==> src/rtl/if_fetch_pkg.sv <==
// if_fetch_pkg: shared types and constants for the instruction fetch unit.
package if_fetch_pkg;
    typedef enum logic [1:0] {IDLE, WAIT, DROP} state_e;
    localparam logic [31:0] RESET_PC_DEFAULT = 32'h0000_0000;
    localparam int INST_W = 32;
endpackage

==> src/rtl/if_fetch_if.sv <==
// if_fetch_if: memory, redirect and decode-side signals of the fetch unit.
interface if_fetch_if;
    import if_fetch_pkg::*;
    logic              imem_req;
    logic [INST_W-1:0] imem_addr;
    logic              imem_ack;
    logic [INST_W-1:0] imem_rdata;
    logic              redirect_valid;
    logic [INST_W-1:0] redirect_pc;
    logic              inst_valid;
    logic [INST_W-1:0] inst;
    logic [INST_W-1:0] inst_pc;
    logic              inst_ready;
    modport master (
        output imem_req, imem_addr, inst_valid, inst, inst_pc,
        input  imem_ack, imem_rdata, redirect_valid, redirect_pc, inst_ready
    );
    modport slave (
        input  imem_req, imem_addr, inst_valid, inst, inst_pc,
        output imem_ack, imem_rdata, redirect_valid, redirect_pc, inst_ready
    );
endinterface

==> src/rtl/if_fetch_inst_fifo.sv <==
// inst_fifo: registered-head instruction queue with flush; head read straight from storage flops.
module inst_fifo #(
    parameter  int WIDTH = 64,
    parameter  int DEPTH = 4,
    localparam int AW    = $clog2(DEPTH),
    localparam int CW    = AW + 1
) (
    input  logic             clk,
    input  logic             rst_n,
    input  logic             push,
    input  logic             pop,
    input  logic             flush,
    input  logic [WIDTH-1:0] din,
    output logic [WIDTH-1:0] dout,
    output logic             full,
    output logic             empty,
    output logic [CW-1:0]    count
);
    logic [WIDTH-1:0] mem_q [DEPTH];
    logic [WIDTH-1:0] mem_d [DEPTH];
    logic [AW-1:0]    rd_q, rd_d, wr_q, wr_d;
    logic [CW-1:0]    cnt_q, cnt_d;

    always_comb begin
        mem_d = mem_q;
        rd_d  = rd_q;
        wr_d  = wr_q;
        cnt_d = cnt_q;
        if (flush) begin
            rd_d  = '0;
            wr_d  = '0;
            cnt_d = '0;
        end else begin
            if (push) begin
                mem_d[wr_q] = din;
                wr_d        = wr_q + 1'b1;
            end
            if (pop) rd_d = rd_q + 1'b1;
            cnt_d = cnt_q + CW'(push) - CW'(pop);
        end
    end

    always_ff @(posedge clk or negedge rst_n) begin
        if (!rst_n) begin
            mem_q <= '{default: '0};
            rd_q  <= '0;
            wr_q  <= '0;
            cnt_q <= '0;
        end else begin
            mem_q <= mem_d;
            rd_q  <= rd_d;
            wr_q  <= wr_d;
            cnt_q <= cnt_d;
        end
    end

    assign dout  = mem_q[rd_q];
    assign full  = cnt_q == CW'(DEPTH);
    assign empty = cnt_q == '0;
    assign count = cnt_q;
endmodule

==> src/rtl/if_fetch.sv <==
// if_fetch: single-outstanding instruction fetcher feeding a decode queue, with redirect and flush.
module if_fetch
    import if_fetch_pkg::*;
#(
    parameter logic [31:0] RESET_PC = RESET_PC_DEFAULT,
    parameter int          DEPTH    = 4
) (
    input logic clk,
    input logic rst_n,
    if_fetch_if.master bus
);
    localparam int          CW         = $clog2(DEPTH) + 1;
    localparam logic [31:0] RESET_ADDR = RESET_PC & ~32'd3;

    state_e              state_q, state_d;
    logic [31:0]         fetch_pc_q, fetch_pc_d, addr_q, addr_d;
    logic                push, pop, full, empty;
    logic [CW-1:0]       count;
    logic [2*INST_W-1:0] head;

    // A pop in the same cycle never frees a slot for the issue decision.
    always_comb begin
        state_d    = state_q;
        fetch_pc_d = fetch_pc_q;
        addr_d     = addr_q;
        push       = 1'b0;
        case (state_q)
            IDLE: if (!bus.redirect_valid && count < CW'(DEPTH)) begin
                state_d = WAIT;
                addr_d  = fetch_pc_q;
            end
            WAIT: if (bus.imem_ack) begin
                state_d = IDLE;
                push    = !bus.redirect_valid && !full;
                if (!bus.redirect_valid) fetch_pc_d = addr_q + 32'd4;
            end else if (bus.redirect_valid) begin
                state_d = DROP;
            end
            DROP: if (bus.imem_ack) state_d = IDLE;
            default: state_d = IDLE;
        endcase
        if (bus.redirect_valid) fetch_pc_d = bus.redirect_pc & ~32'd3;
    end

    always_ff @(posedge clk or negedge rst_n) begin
        if (!rst_n) begin
            state_q    <= IDLE;
            fetch_pc_q <= RESET_ADDR;
            addr_q     <= RESET_ADDR;
        end else begin
            state_q    <= state_d;
            fetch_pc_q <= fetch_pc_d;
            addr_q     <= addr_d;
        end
    end

    assign pop = !empty && bus.inst_ready && !bus.redirect_valid;

    inst_fifo #(.WIDTH(2*INST_W), .DEPTH(DEPTH)) u_fifo (
        .clk   (clk),
        .rst_n (rst_n),
        .push  (push),
        .pop   (pop),
        .flush (bus.redirect_valid),
        .din   ({bus.imem_rdata, addr_q}),
        .dout  (head),
        .full  (full),
        .empty (empty),
        .count (count)
    );

    assign bus.imem_req   = state_q != IDLE;
    assign bus.imem_addr  = addr_q;
    assign bus.inst_valid = !empty;
    assign bus.inst       = head[2*INST_W-1:INST_W];
    assign bus.inst_pc    = head[INST_W-1:0];
endmodule

==> src/flat_wrapper.sv <==
// flat-port wrapper written by rule: the top's interface ports become plain ports
module if_fetch_flat import if_fetch_pkg::*;
#(
    parameter logic [31:0] RESET_PC = RESET_PC_DEFAULT,
    parameter int          DEPTH    = 4
)
  (clk, rst_n, bus_imem_req, bus_imem_addr, bus_inst_valid, bus_inst, bus_inst_pc, bus_imem_ack, bus_imem_rdata, bus_redirect_valid, bus_redirect_pc, bus_inst_ready);
  if_fetch_if bus_i ();
  input logic clk;
  input logic rst_n;
  output wire logic [$bits(bus_i.imem_req)-1:0] bus_imem_req;
  output wire logic [$bits(bus_i.imem_addr)-1:0] bus_imem_addr;
  output wire logic [$bits(bus_i.inst_valid)-1:0] bus_inst_valid;
  output wire logic [$bits(bus_i.inst)-1:0] bus_inst;
  output wire logic [$bits(bus_i.inst_pc)-1:0] bus_inst_pc;
  input wire logic [$bits(bus_i.imem_ack)-1:0] bus_imem_ack;
  input wire logic [$bits(bus_i.imem_rdata)-1:0] bus_imem_rdata;
  input wire logic [$bits(bus_i.redirect_valid)-1:0] bus_redirect_valid;
  input wire logic [$bits(bus_i.redirect_pc)-1:0] bus_redirect_pc;
  input wire logic [$bits(bus_i.inst_ready)-1:0] bus_inst_ready;
  assign bus_imem_req = bus_i.imem_req;
  assign bus_imem_addr = bus_i.imem_addr;
  assign bus_inst_valid = bus_i.inst_valid;
  assign bus_inst = bus_i.inst;
  assign bus_inst_pc = bus_i.inst_pc;
  assign bus_i.imem_ack = bus_imem_ack;
  assign bus_i.imem_rdata = bus_imem_rdata;
  assign bus_i.redirect_valid = bus_redirect_valid;
  assign bus_i.redirect_pc = bus_redirect_pc;
  assign bus_i.inst_ready = bus_inst_ready;
  if_fetch #(.RESET_PC(RESET_PC), .DEPTH(DEPTH)) u_core (.clk(clk), .rst_n(rst_n), .bus(bus_i));
endmodule
==> config.mk <==
export PLATFORM = sky130hd
export DESIGN_NAME = if_fetch_flat
export DESIGN_NICKNAME = d
export VERILOG_FILES = /design/src/rtl/if_fetch_pkg.sv /design/src/rtl/if_fetch_if.sv /design/src/rtl/if_fetch_inst_fifo.sv /design/src/rtl/if_fetch.sv /design/src/flat_wrapper.sv
export SDC_FILE = /design/constraint.sdc
export NUM_CORES = 1
export LEC_CHECK = 0
export CAP_MARGIN = 20
export CORE_ASPECT_RATIO = 0.5
export CORE_MARGIN = 4
export CORE_UTILIZATION = 55
export DETAILED_ROUTE_END_ITERATION = 8
export PLACE_DENSITY = 0.78
export RECOVER_POWER = 100
export SYNTH_ARGS = -nofsm -noshare
export SYNTH_HDL_FRONTEND = slang
export SYNTH_SLANG_ARGS = --single-unit
==> constraint.sdc <==
create_clock -name clk -period 7.9 [get_ports clk]
set_clock_uncertainty 0.2 [all_clocks]
set_input_delay 1.975 -clock clk [delete_from_list [all_inputs] [get_ports clk]]
set_output_delay 1.975 -clock clk [all_outputs]
set_load 0.01 [all_outputs]
; ---- Word-level counts from Yosys, hierarchy flattened
; Index checks and enable logic that the tools add are counted.
; W data, S select, Z words.
[word_totals]
ff_bits = 329
latchBits = 0
mem_bits_rw = 0
rom_bits = 0
inputBits = 69
out_inout_bits = 98
elab_cells = 68
memories = 0
[classes]
addsub = 5
mul = 0
div_mod_pow = 0
n_lt_le_gt_ge = 4
eq_ne = 6
shifts = 0
muxes = 21
bitwise = 3
n_reduce_logical = 19
[ops]
columns = op, n
row1 = $bwmux W256, 1
row2 = $mux W64, 3
row3 = $bmux W64 S2, 1
row4 = $demux W64 S2, 1
row5 = $mux W32, 3
row6 = $add A32 B3 Y32 const B, 1
row7 = $mux W2, 8
row8 = $reduce_bool A2 Y1, 5
row9 = $ge A3 B3 Y1 const B, 2
row10 = $not A2 Y3, 2
row11 = $pmux W2 S3, 1
row12 = $reduce_and A2 Y1, 3
row13 = $logic_and A1 B1 Y1, 5
row14 = $add A2 B1 Y2 const B, 2
row15 = $add A3 B1 Y3, 1
row16 = $eq A3 B3 Y1 const B, 1
row17 = $logic_not A1 Y1, 3
row18 = $logic_not A3 Y1, 1
row19 = $lt A3 B1 Y1 const B, 1
row20 = $lt A3 B3 Y1 const B, 1
row21 = $mux W3, 1
row22 = $ne A3 B3 Y1 const B, 1
row23 = $reduce_and A3 Y1, 1
row24 = $sub A3 B1 Y3, 1
row25 = 7 further kinds, 8

; ---- Depth between registers and ports, before layout
; Gate-level depths: netlist of the first run.
[logic_depth]
depth_word = 8
ltp_mapped = 14
ltp_nobuf = 12

; ---- By module
; From an unflattened synthesis of the first run, not the netlist that was laid out.
[hier_totals]
hier_cells = 939
hier_area_um2 = 15641.3
[modules_own_cells]
columns = mod, n_inst, cells_each, area_each_um2, seq_area_each_um2
row1 = inst_fifo, 1, 659, 12464.5, 6581.3
row2 = if_fetch, 1, 280, 3176.8, 1651.6

; ---- Least setup slack after synthesis of the first run
; Ideal clock, no wire load.
[synth_timing]
kind = input to register
from = input bus_redirect_valid
to = register u_core.u_fifo.cnt_q[2], in the netlist u_core.u_fifo.count[2]
setup_time_ns = 0.132
arrival_ns = 4.056
required_ns = 7.568
path_slack_ns = 3.512
stages = 12
path_buffers = 3
cell_sequence = clkbuf_1 > buf_1 > clkbuf_1 > nor2_1 > ha_1 > inv_1 > ha_1 > inv_1 > fa_1 > xor2_1 > xnor2_1 > nor2_1
[synth_between]
elab_chain_cells = 7
word_cells_on_any_way = 8
classes_between = add/sub: 2 / mux: 3 / reduce/logical: 3
[synth_rtl]
columns = item, line
row1 = start: declaration, flat_wrapper.sv:18  ; input wire logic [$bits(bus_i.redirect_valid)-1:0] bus_redirect_valid;
row2 = $logic_not A1 Y1, "if_fetch.sv:34, if_fetch.sv:57"
row3 = $logic_and A1 B1 Y1, if_fetch.sv:34  ; push = !bus.redirect_valid && !full;
row4 = $mux W1, if_fetch.sv:32  ; WAIT: if (bus.imem_ack) begin
row5 = $mux W1, if_fetch.sv:27  ; case (state_q)
row6 = $add A3 B1 Y3, if_fetch_inst_fifo.sv:39  ; cnt_d = cnt_q + CW'(push) - CW'(pop);
row7 = $sub A3 B1 Y3, if_fetch_inst_fifo.sv:39
row8 = $mux W3 *, if_fetch_inst_fifo.sv:29  ; if (flush) begin
row9 = via u_core.u_fifo.cnt_d[2], if_fetch_inst_fifo.sv:22  ; logic [CW-1:0] cnt_q, cnt_d;
row10 = end signal: assignment, if_fetch_inst_fifo.sv:53  ; cnt_q <= cnt_d;
row11 = end: declaration, if_fetch_inst_fifo.sv:22
; Mark *: on every way through the listed nets, which the timed path passes. The rest lies on a longest branch.
; A chain may end at the register's enable or synchronous reset.

; ---- Worst setup path after layout of the first run
[layout_timing]
from = input bus_imem_ack
to = register u_core.u_fifo.mem_q[103] in the netlist's numbering
[layout_between]
elab_chain_cells = 3
[layout_rtl]
columns = item, line
row1 = start: declaration, flat_wrapper.sv:16  ; input wire logic [$bits(bus_i.imem_ack)-1:0] bus_imem_ack;
row2 = $mux W1, if_fetch.sv:32
row3 = $mux W1, if_fetch.sv:27
row4 = $reduce_and A2 Y1 (no line), n/a
row5 = end signal: assignment, if_fetch_inst_fifo.sv:50  ; mem_q <= mem_d;
row6 = end: declaration, if_fetch_inst_fifo.sv:19  ; logic [WIDTH-1:0] mem_q [DEPTH];
; Every way passes these cells.

==> reports/qor.yml, run 1 <==
status: "complete, but fails checks"
violations: "capacitance limit, slew limit"
crit_family: "simple AND/OR/NAND/NOR gates"
rsz0062_at_grt: "false"
hold_class: "reg -> reg"
die_h_um: 124
hold_violations: 0
instances_no_fill: 1499
cap_violations: 6
cp_slowest_cell: "nand2_1"
setup_ws_ns: 1.53
synthAdderAreaFrac_pct: 0.732
switching_power_mw: 1.71
io_buffers: 164
ctsRootBufferMaster: "clkbuf_16"
io_pins: 167
final_area_um2: 17500
drtIter0Drc: 523
arrival_ns: 6.59
total_leakage_power_nw: 8.00
wl_per_cell_um: 20.6
routed_via_density: 5.80
yosys_warnings: 0
area_growth_pct: 19.1
coreArea_um2: 25800
grt_pass1_vias: 9135
antenna_found_initial: 2
dp_slack_ns: 2.54
grt_pass1_wl_um: 50300
gp_congestion: 0.768
crit_buf_inv: 1
globalRouteTotalUtil_pct: 21.4
start_kind: "primary input"
drc: 0
cts_sinks: 329
routed_wl_um: 30900
slew_violations: 403
synth.mux.area_fraction_pct: 31.7
finalSetupViolCount: 0
synth_compound_area_share_pct: 2.53
power_frac_seq_pct: 43.2
fin_util_pct: 68.0
placed_area_um2: 16500
worst_pin_slew_ns: 3.54
final.period_utilization_pct: 80.6
slew_headroom_pct: -136
clock_power_share_pct: 26.3
overflow: 0
synth.avg_cell_area_um2: 14.6
synth_xor_area_share_pct: 1.73
path_max_fanout: 64
first_pass_iters: 4
ctsHoldBuffers: 0
cts_tree: "yes"
power_mw: 5.71
drive_above_1_share_pct: 35.4
dp_cells: 1441
synth_cell_types: 42
whs_ns: 0.284
p_comb_share_pct: 30.4
floorplan.initialDensity_pct: 57.1
post-cts-setup-buffer-count: 0
synth_seq_cells: 329
worstHoldPathCells: 2
die_area_um2: 29600
syn_inst: 1006
crit_cells: 6
clock_latency_ns: 0.55
max_freq_mhz: 157
peakVddDrop_mv: 0.173
htreeDepth: 1
ant_nets: 0
p_per_area_nw_per_um2: 326
nets: 1206
syn_nets: 1083
crit_chain: "dlygate4sd3_1 -> nand3b_1 -> or2_1 -> a21oi_4 -> nand2_1 -> mux2_2"
die_x_um: 239
fin_tns_setup_ns: 0
yosysSeqAreaShare_pct: 56.0
crit_type: "in -> reg"
switching_share_pct: 29.9
clk_pin_slew_worst_paths_ns: 0.07
synth_top_family_by_area: "multiplexers"
num_vias: 8691
critPathRequiredTime_ns: 8.13
place_hpwl_um: 18800
syn-cell-area_um2: 14700
grt_max_degree: 180
core.rowCount: 41
period_minus_slack_ns: 6.37
p_int_mw: 4.00
numCtsBuffers: 30
slowest_delay_ns: 1.96
cp-end-kind: "flop"
clockBufferDepth: 3
synth_simple_gate_area_share_pct: 4.74
reg2regPathDepth: 5
post_cts_resized: 0
worst paths after layout:
check | from | endpoint | slack, ns
max | bus_imem_ack | u_core.u_fifo.mem_q[103] | 1.53
min | u_core.fetch_pc_q[7] | u_core.bus.imem_addr[7] | 0.28
max reg2reg | u_core.state_q[1] | u_core.u_fifo.mem_q[103] | 2.98
min reg2reg | u_core.fetch_pc_q[7] | u_core.bus.imem_addr[7] | 0.28
max in group asynchronous | rst_n | u_core.u_fifo.mem_q[136] | 2.48
min in group asynchronous | rst_n | u_core.u_fifo.mem_q[72] | 1.22
cell type report:
class | count | area (um2)
fill | 1768 | 8240
clock buffer | 43 | 851
antenna | 2 | 5.00
tap | 344 | 430
clock inverter | 13 | 170
sequential | 329 | 8240
timing repair buffer | 170 | 1690
inverter | 11 | 41.3
multi-input combinational | 587 | 6090
state kept, by name, summed over array words and instances (netlist names):
signal,count
u_core.bus.imem_addr,32
u_core.fetch_pc_q,32
u_core.state_q,2
u_core.u_fifo.count,3
u_core.u_fifo.mem_q,256
u_core.u_fifo.rd_q,2
u_core.u_fifo.wr_q,2
routing by layer:
metal  share of wire (%)  global-route usage (%)
met1                  44                    30.3
met2                  51                    36.7
met3                 3.9                    3.23
met4                 1.3                    3.77
met5                   0                       0
power by group through the flow:
stage	sequential [mW]	clock, mW	combinational, mW
global placement	2.47	0	1.84
detailed placement	2.50	0	1.88
floorplan	2.27	0	1.18
global route	2.54	1.61	1.88
finish	2.47	1.50	1.74
CTS	2.48	1.54	1.89
Yosys cell counts:
cell type / n / area, um2
xnor2_1: 21 / 184
nor4_1: 2 / 12.5
o21ai_0: 19 / 95.1
and4_1: 2 / 17.5
mux2_2: 283 / 3190
buf_2: 38 / 190
mux2i_1: 3 / 30.0
or3_1: 4 / 25.0
inv_1: 11 / 41.3
fa_1: 1 / 20.0
or2_1: 1 / 6.26
buf_1: 7 / 26.3
nand3b_1: 2 / 15.0
nor4_2: 4 / 50.1
xor2_1: 8 / 70.1
a21oi_1: 13 / 65.1
a2111oi_0: 1 / 8.76
a311o_1: 1 / 10.0
dfrtp_1: 329 / 8230
nand2b_1: 1 / 6.26
nor3_1: 10 / 50.1
a21o_1: 1 / 7.51
or2_2: 2 / 12.5
nand2_1: 58 / 218
clkbuf_1: 33 / 124
nor2_1: 29 / 109
o31ai_1: 5 / 37.5
nand3_1: 12 / 60.1
a311oi_1: 1 / 8.76
o21a_1: 1 / 7.51
o221ai_1: 12 / 105
or4_1: 2 / 15.0
nand2_2: 4 / 25.0
nand4_1: 3 / 18.8
mux4_2: 64 / 1440
nor2b_1: 2 / 12.5
and3_1: 1 / 6.26
nor3b_1: 5 / 37.5
a221o_1: 1 / 10.0
a21oi_4: 1 / 16.3
ha_1: 7 / 87.6
clkbuf_2: 1 / 5.00
worst reg2reg max path: stages, from the launching register on:
cell	delay, ns
dfrtp_1	0.47
nand3b_1	0.20
or2_1	0.53
a21oi_4	0.37
nand2_1	1.96
mux2_2	1.07
placed cells by master (no fill, tap or decap), types with 3 or more instances in the layout:
cell and count:
dfrtp_1 327, mux2_2 283, dlygate4sd3_1 97, clkdlybuf4s50_1 65, mux4_2 64, nand2_1 62
clkbuf_16 31, nor2_1 28, xnor2_1 21, o21ai_0 19, a21oi_1 13, clkbuf_1 13
nand3_1 12, o221ai_1 12, inv_1 11, nor3_1 10, xor2_1 8, ha_1 7
clkinv_2 7, o31ai_1 5, nor3b_1 5, or3_1 4, bufinv_16 4, nand4_1 3
nor4_2 3, mux2i_1 3, clkbuf_8 3
kinds of logic (layout without fill, tap and decap cells):
kind of cell | count (synthesis) | in the layout
AND/OR/NAND/NOR | 144 | 144
adder cells (fa/ha/maj) | 8 | 8
other | 0 | 2
flip-flops | 329 | 329
AO/OA/AOI/OAI | 56 | 56
XOR/XNOR | 29 | 29
multiplexers | 350 | 350
buffers and inverters | 90 | 237
Note: power is estimated with default switching activity, not from simulation.
==> inputs of run 2 (changes only) <==
--- a/config.mk
+++ b/config.mk
@@ -8,9 +8,9 @@
 export CAP_MARGIN = 20
 export CORE_ASPECT_RATIO = 0.5
 export CORE_MARGIN = 4
-export CORE_UTILIZATION = 55
+export CORE_UTILIZATION = 51
 export DETAILED_ROUTE_END_ITERATION = 8
-export PLACE_DENSITY = 0.78
+export PLACE_DENSITY = 0.76
 export RECOVER_POWER = 100
 export SYNTH_ARGS = -nofsm -noshare
 export SYNTH_HDL_FRONTEND = slang
==> constraint.sdc (replaced) <==
create_clock -name clk -period 5.21 [get_ports clk]
set_clock_uncertainty 0.2 [all_clocks]
set_input_delay 1.3025 -clock clk [delete_from_list [all_inputs] [get_ports clk]]
set_output_delay 1.3025 -clock clk [all_outputs]
set_load 0.01 [all_outputs]
==> run 2 against run 1 <==
The run still ends with capacitance limit, slew limit left. Die area rose by 7.5%. Register-to-register slack got worse by 1.3 ns. Critical path depth down 3. Non-clock buffer count grew 7. Sequential power is 51% higher. Sequential cell count is the same. First-iteration DRC count shrank 3.1%. Sequential share of layout area down 0.25 points. Largest power group unchanged.
==> reports/qor.yml, run 2 (same netlist as run 1, synthesis figures left out) <==
status: "complete, but fails checks"
violations: "capacitance limit, slew limit"
dp_slack_ns: 0.927
io_pins: 167
cts_sinks: 329
grt_pass1_vias: 9336
core.rowCount: 43
clockBufferDepth: 3
die_area_um2: 31800
area_growth_pct: 19.7
path_max_fanout: 33
final_area_um2: 17600
drtIter0Drc: 507
switching_power_mw: 2.57
p_per_area_nw_per_um2: 489
cp-end-kind: "primary output"
final.period_utilization_pct: 89.2
regMostFlops: "u_core.u_fifo.mem_q"
hold_start: "u_core.fetch_pc_q[24]"
hold_class: "reg -> reg"
reg2reg_from: "u_core.state_q[1]"
largest_register_ffs: 256
multiInputGateArea_um2: 6080
die_x_um: 248
period_minus_slack_ns: 4.65
io_buffers: 164
arrival_ns: 3.14
post_cts_resized: 0
cts_tree: "yes"
antenna_found_initial: 1
hold_violations: 0
mostFrequentLayoutCells: "dfrtp_1, mux2_2, dlygate4sd3_1"
num_vias: 8723
power_frac_seq_pct: 43.2
crit_type: "reg -> out"
first_pass_iters: 4
post-cts-setup-buffer-count: 0
switching_share_pct: 29.9
start_kind: "flop"
floorplan.initialDensity_pct: 52.5
peakVddDrop_mv: 0.234
numCtsBuffers: 29
ant_nets: 0
slew_headroom_pct: -121
wl_per_cell_um: 20.7
clk_pin_slew_worst_paths_ns: 0.07
layout_commonest_cell: "dfrtp_1"
rsz0062_at_grt: "false"
fin_tns_setup_ns: 0
grt_max_degree: 132
nets: 1212
routed_via_density: 5.68
routed_wl_um: 31800
whs_endpoint: "u_core.bus.imem_addr[24]"
overflow: 0
place_hpwl_um: 19400
worstHoldPathCells: 2
reg2regPathDepth: 6
critPathRequiredTime_ns: 3.71
clock_latency_ns: 0.55
drc: 0
clock_power_share_pct: 25.5
globalRouteTotalUtil_pct: 20.5
p_comb_share_pct: 31.3
worst_pin_slew_ns: 3.31
power_mw: 8.62
reg2reg_to: "u_core.u_fifo.mem_q[243]"
fillers: 2042
cap_violations: 2
gp_congestion: 0.799
placed_area_um2: 16600
ctsHoldBuffers: 0
die_h_um: 128
total_leakage_power_nw: 8.07
ctsRootBufferMaster: "clkbuf_16"
finalSetupViolCount: 0
drive_above_1_share_pct: 35.8
max_freq_mhz: 215
setup_ws_ns: 0.564
reg2reg_slack_ns: 1.66
crit_start: "u_core.u_fifo.rd_q[0]"
p_int_mw: 6.04
slew_violations: 161
grt_pass1_wl_um: 51700
seq_area_um2: 8240
coreArea_um2: 28000
htreeDepth: 1
run 2: worst max path at each step:
stage,end,depth (start not counted),slack (ns)
after global routing,bus_inst[22],3,0.32
after CTS,bus_inst_pc[5],3,0.74
final,bus_inst[22],3,0.56
after detailed placement,u_core.u_fifo.count[2],13,0.93
after global placement,u_core.u_fifo.count[2],13,0.97
after floorplan,u_core.u_fifo.count[2],12,1.49
run 2: worst max-delay path, stage by stage, from the launching register on:
cell,delay (ns)
dfrtp_4,0.90
clkbuf_1,0.49
mux4_2,0.57
dlygate4sd3_1,0.64
run 2: power by group through the flow:
stage          registers [mW]  logic (mW)  clock network, mW
6_report                 3.72        2.69               2.20
5_1_grt                  3.83        2.91               2.35
4_1_cts                  3.73        2.92               2.25
3_5_place_dp             3.78        2.90                  0
3_3_place_gp             3.72        2.85                  0
2_1_floorplan            3.44        1.79                  0
run 2: final cells by class:
class | count | area share, %
flip-flops and latches | 329 | 46.8
multi-input cells | 587 | 34.5
repair buffers | 177 | 10.2
clock buffers | 41 | 4.89
well taps | 382 | 2.71
clock inverters | 8 | 0.654
inverters | 11 | 0.234
diodes | 1 | 0.0142
run 2: metrics by stage:
stage | utilization, % | instances | hold slack, ns
global route | 62.8 | 1536 | 0.310
detailed placement | 59.4 | 1484 | 0.265
floorplan | - | 1006 | 0.242
global placement | 59.4 | 1484 | 0.260
CTS | 62.8 | 1533 | 0.286
finish | 62.8 | 1536 | 0.282
run 2: routing by layer:
metal	global-route usage [%]	part of all wire [%]	vias to the layer above	wire, um
met3	3.18	3.3	42	1050
met1	28.1	44	4641	14000
met5	0	0	-	0
met4	3.53	1.6	0	515
met2	35.6	51	121	16300
li1	-	-	3919	-
==> inputs of run 3 (changes only) <==
--- a/config.mk
+++ b/config.mk
@@ -6,11 +6,13 @@
 export NUM_CORES = 1
 export LEC_CHECK = 0
 export CAP_MARGIN = 20
+export CELL_PAD_IN_SITES_DETAIL_PLACEMENT = 0
+export CELL_PAD_IN_SITES_GLOBAL_PLACEMENT = 1
 export CORE_ASPECT_RATIO = 0.5
 export CORE_MARGIN = 4
-export CORE_UTILIZATION = 51
+export CORE_UTILIZATION = 42
 export DETAILED_ROUTE_END_ITERATION = 8
-export PLACE_DENSITY = 0.76
+export PLACE_DENSITY_LB_ADDON = 0.1
 export RECOVER_POWER = 100
 export SYNTH_ARGS = -nofsm -noshare
 export SYNTH_HDL_FRONTEND = slang
==> run 3 against run 2 <==
The run still ends with capacitance limit, slew limit left. Final cell count up 7.0%. Setup slack better by 0.086 ns. Total power grew 2.6%. Highest routed layer unchanged. Global-route usage down 2.3 points. Clock-buffer cell count increased by 3. Wire length is 7.2% higher. Sequential power is essentially flat.
==> reports/qor.yml, run 3 (same netlist as run 1, synthesis figures left out) <==
cts_tree: "yes"
ant_nets: 0
grt_pass1_wl_um: 55000
layout_commonest_cell: "dfrtp_1"
fillers: 2938
hold_violations: 0
peakVddDrop_mv: 0.223
io_pins: 167
slowest_delay_ns: 1.11
place_hpwl_um: 21300
cp-end-kind: "primary output"
post_cts_resized: 0
final_area_um2: 17900
worst_pin_slew_ns: 2.93
setup_ws_ns: 0.650
nets: 1219
largest_register_ffs: 256
num_vias: 8774
clockBufferDepth: 3
regMostFlops: "u_core.u_fifo.mem_q"
start_kind: "flop"
hold_class: "reg -> reg"
mostFrequentLayoutCells: "dfrtp_1, mux2_2, dlygate4sd3_1"
p_per_area_nw_per_um2: 495
die_area_um2: 38300
drive_above_1_share_pct: 36.2
rsz0062_at_grt: "false"
slew_headroom_pct: -97.2
period_minus_slack_ns: 4.56
core.rowCount: 48
die_h_um: 140
gp_congestion: 0.722
violations: "capacitance limit, slew limit"
post-cts-setup-buffer-count: 0
crit_family: "flip-flops"
crit_type: "reg -> out"
path_max_fanout: 37
htreeDepth: 1
die_x_um: 273
clock_latency_ns: 0.55
finalSetupViolCount: 0
multiInputGateArea_um2: 6090
max_freq_mhz: 219
numCtsBuffers: 31
routed_via_density: 5.34
crit_chain: "buf_4 -> mux4_2 -> dlygate4sd3_1"
ctsRootBufferMaster: "clkbuf_16"
cp_slowest_cell: "dfrtp_2"
whs_ns: 0.277
seq_area_um2: 8240
coreArea_um2: 34500
wl_per_cell_um: 20.8
total_leakage_power_nw: 8.15
cts_sinks: 329
placed_area_um2: 16800
floorplan.initialDensity_pct: 42.6
io_buffers: 164
overflow: 0
dp_slack_ns: 0.917
grt_pass1_vias: 9431
clk_pin_slew_worst_paths_ns: 0.07
status: "complete, but fails checks"
grt_max_degree: 137
routed_wl_um: 34100
first_pass_iters: 4
area_growth_pct: 21.4
final.period_utilization_pct: 87.5
globalRouteTotalUtil_pct: 18.2
slew_violations: 256
drtIter0Drc: 436
critPathRequiredTime_ns: 3.71
antenna_found_initial: 2
arrival_ns: 3.06
cap_violations: 6
drc: 0
fin_tns_setup_ns: 0
ctsHoldBuffers: 0
crit_buf_inv: 2
## run 3: changes by cell type in the layout (fill, tap and decap cells not counted), moves of 2 or more
cell             delta
buf_16              -2
buf_4               +6
bufinv_16           +2
clkbuf_1            +3
clkbuf_16           +2
clkbuf_8            -2
clkdlybuf4s50_1     -7
clkinv_2            +3
dlygate4sd3_1       +7
## run 3: cell type report
cell class	instances	area share (%)
timing repair buffer	182	10.1
clock inverter	13	1.07
clock buffer	44	5.01
tap	475	3.33
inverter	11	0.231
multi-input combinational	587	34.1
antenna	2	0.0280
sequential	329	46.1
## run 3: metal layers
layer  routed length (um)  GRT usage (%)  up-vias
li1                     -              -     3944
met1                15700           25.5     4681
met2                17000           30.8      109
met3                  924           2.53       40
met4                  565           3.40        0
met5                    0              0        -
## run 3: worst min-delay path: cells and delay by family (launching register included)
| kind | cells | cell delay, ns |
|---|---|---|
| DFF | 1 | 0.34 |
| and+or+nand+nor | 1 | 0.04 |
| AOI/OAI and AO/OA | 1 | 0.06 |
## run 3: power breakdown
group	switching, mW	internal, mW
Sequential	0.602	3.10
Combinational	1.07	1.66
Clock	0.970	1.44
Total	2.64	6.20
## run 3: worst paths after layout
kind                                        start  depth (start not counted)  slack [ns]                       end
max                         u_core.u_fifo.rd_q[1]                          3        0.65           bus_inst_pc[28]
min                         u_core.fetch_pc_q[24]                          2        0.28  u_core.bus.imem_addr[24]
max reg2reg                u_core.u_fifo.count[2]                          3        1.50  u_core.bus.imem_addr[19]
min reg2reg                 u_core.fetch_pc_q[24]                          2        0.28  u_core.bus.imem_addr[24]
max in group asynchronous                   rst_n                          2        1.11   u_core.u_fifo.mem_q[77]
min in group asynchronous                   rst_n                          1        0.65  u_core.u_fifo.mem_q[112]
## run 3: through the flow
stage | instances | utilization [%] | power [mW]
global placement | 1584 | 48.8 | 6.64
detailed placement | 1584 | 48.8 | 6.73
finish | 1643 | 51.7 | 8.84
floorplan | 1006 | - | 5.24
global route | 1643 | 51.7 | 9.36
CTS | 1641 | 51.9 | 9.18
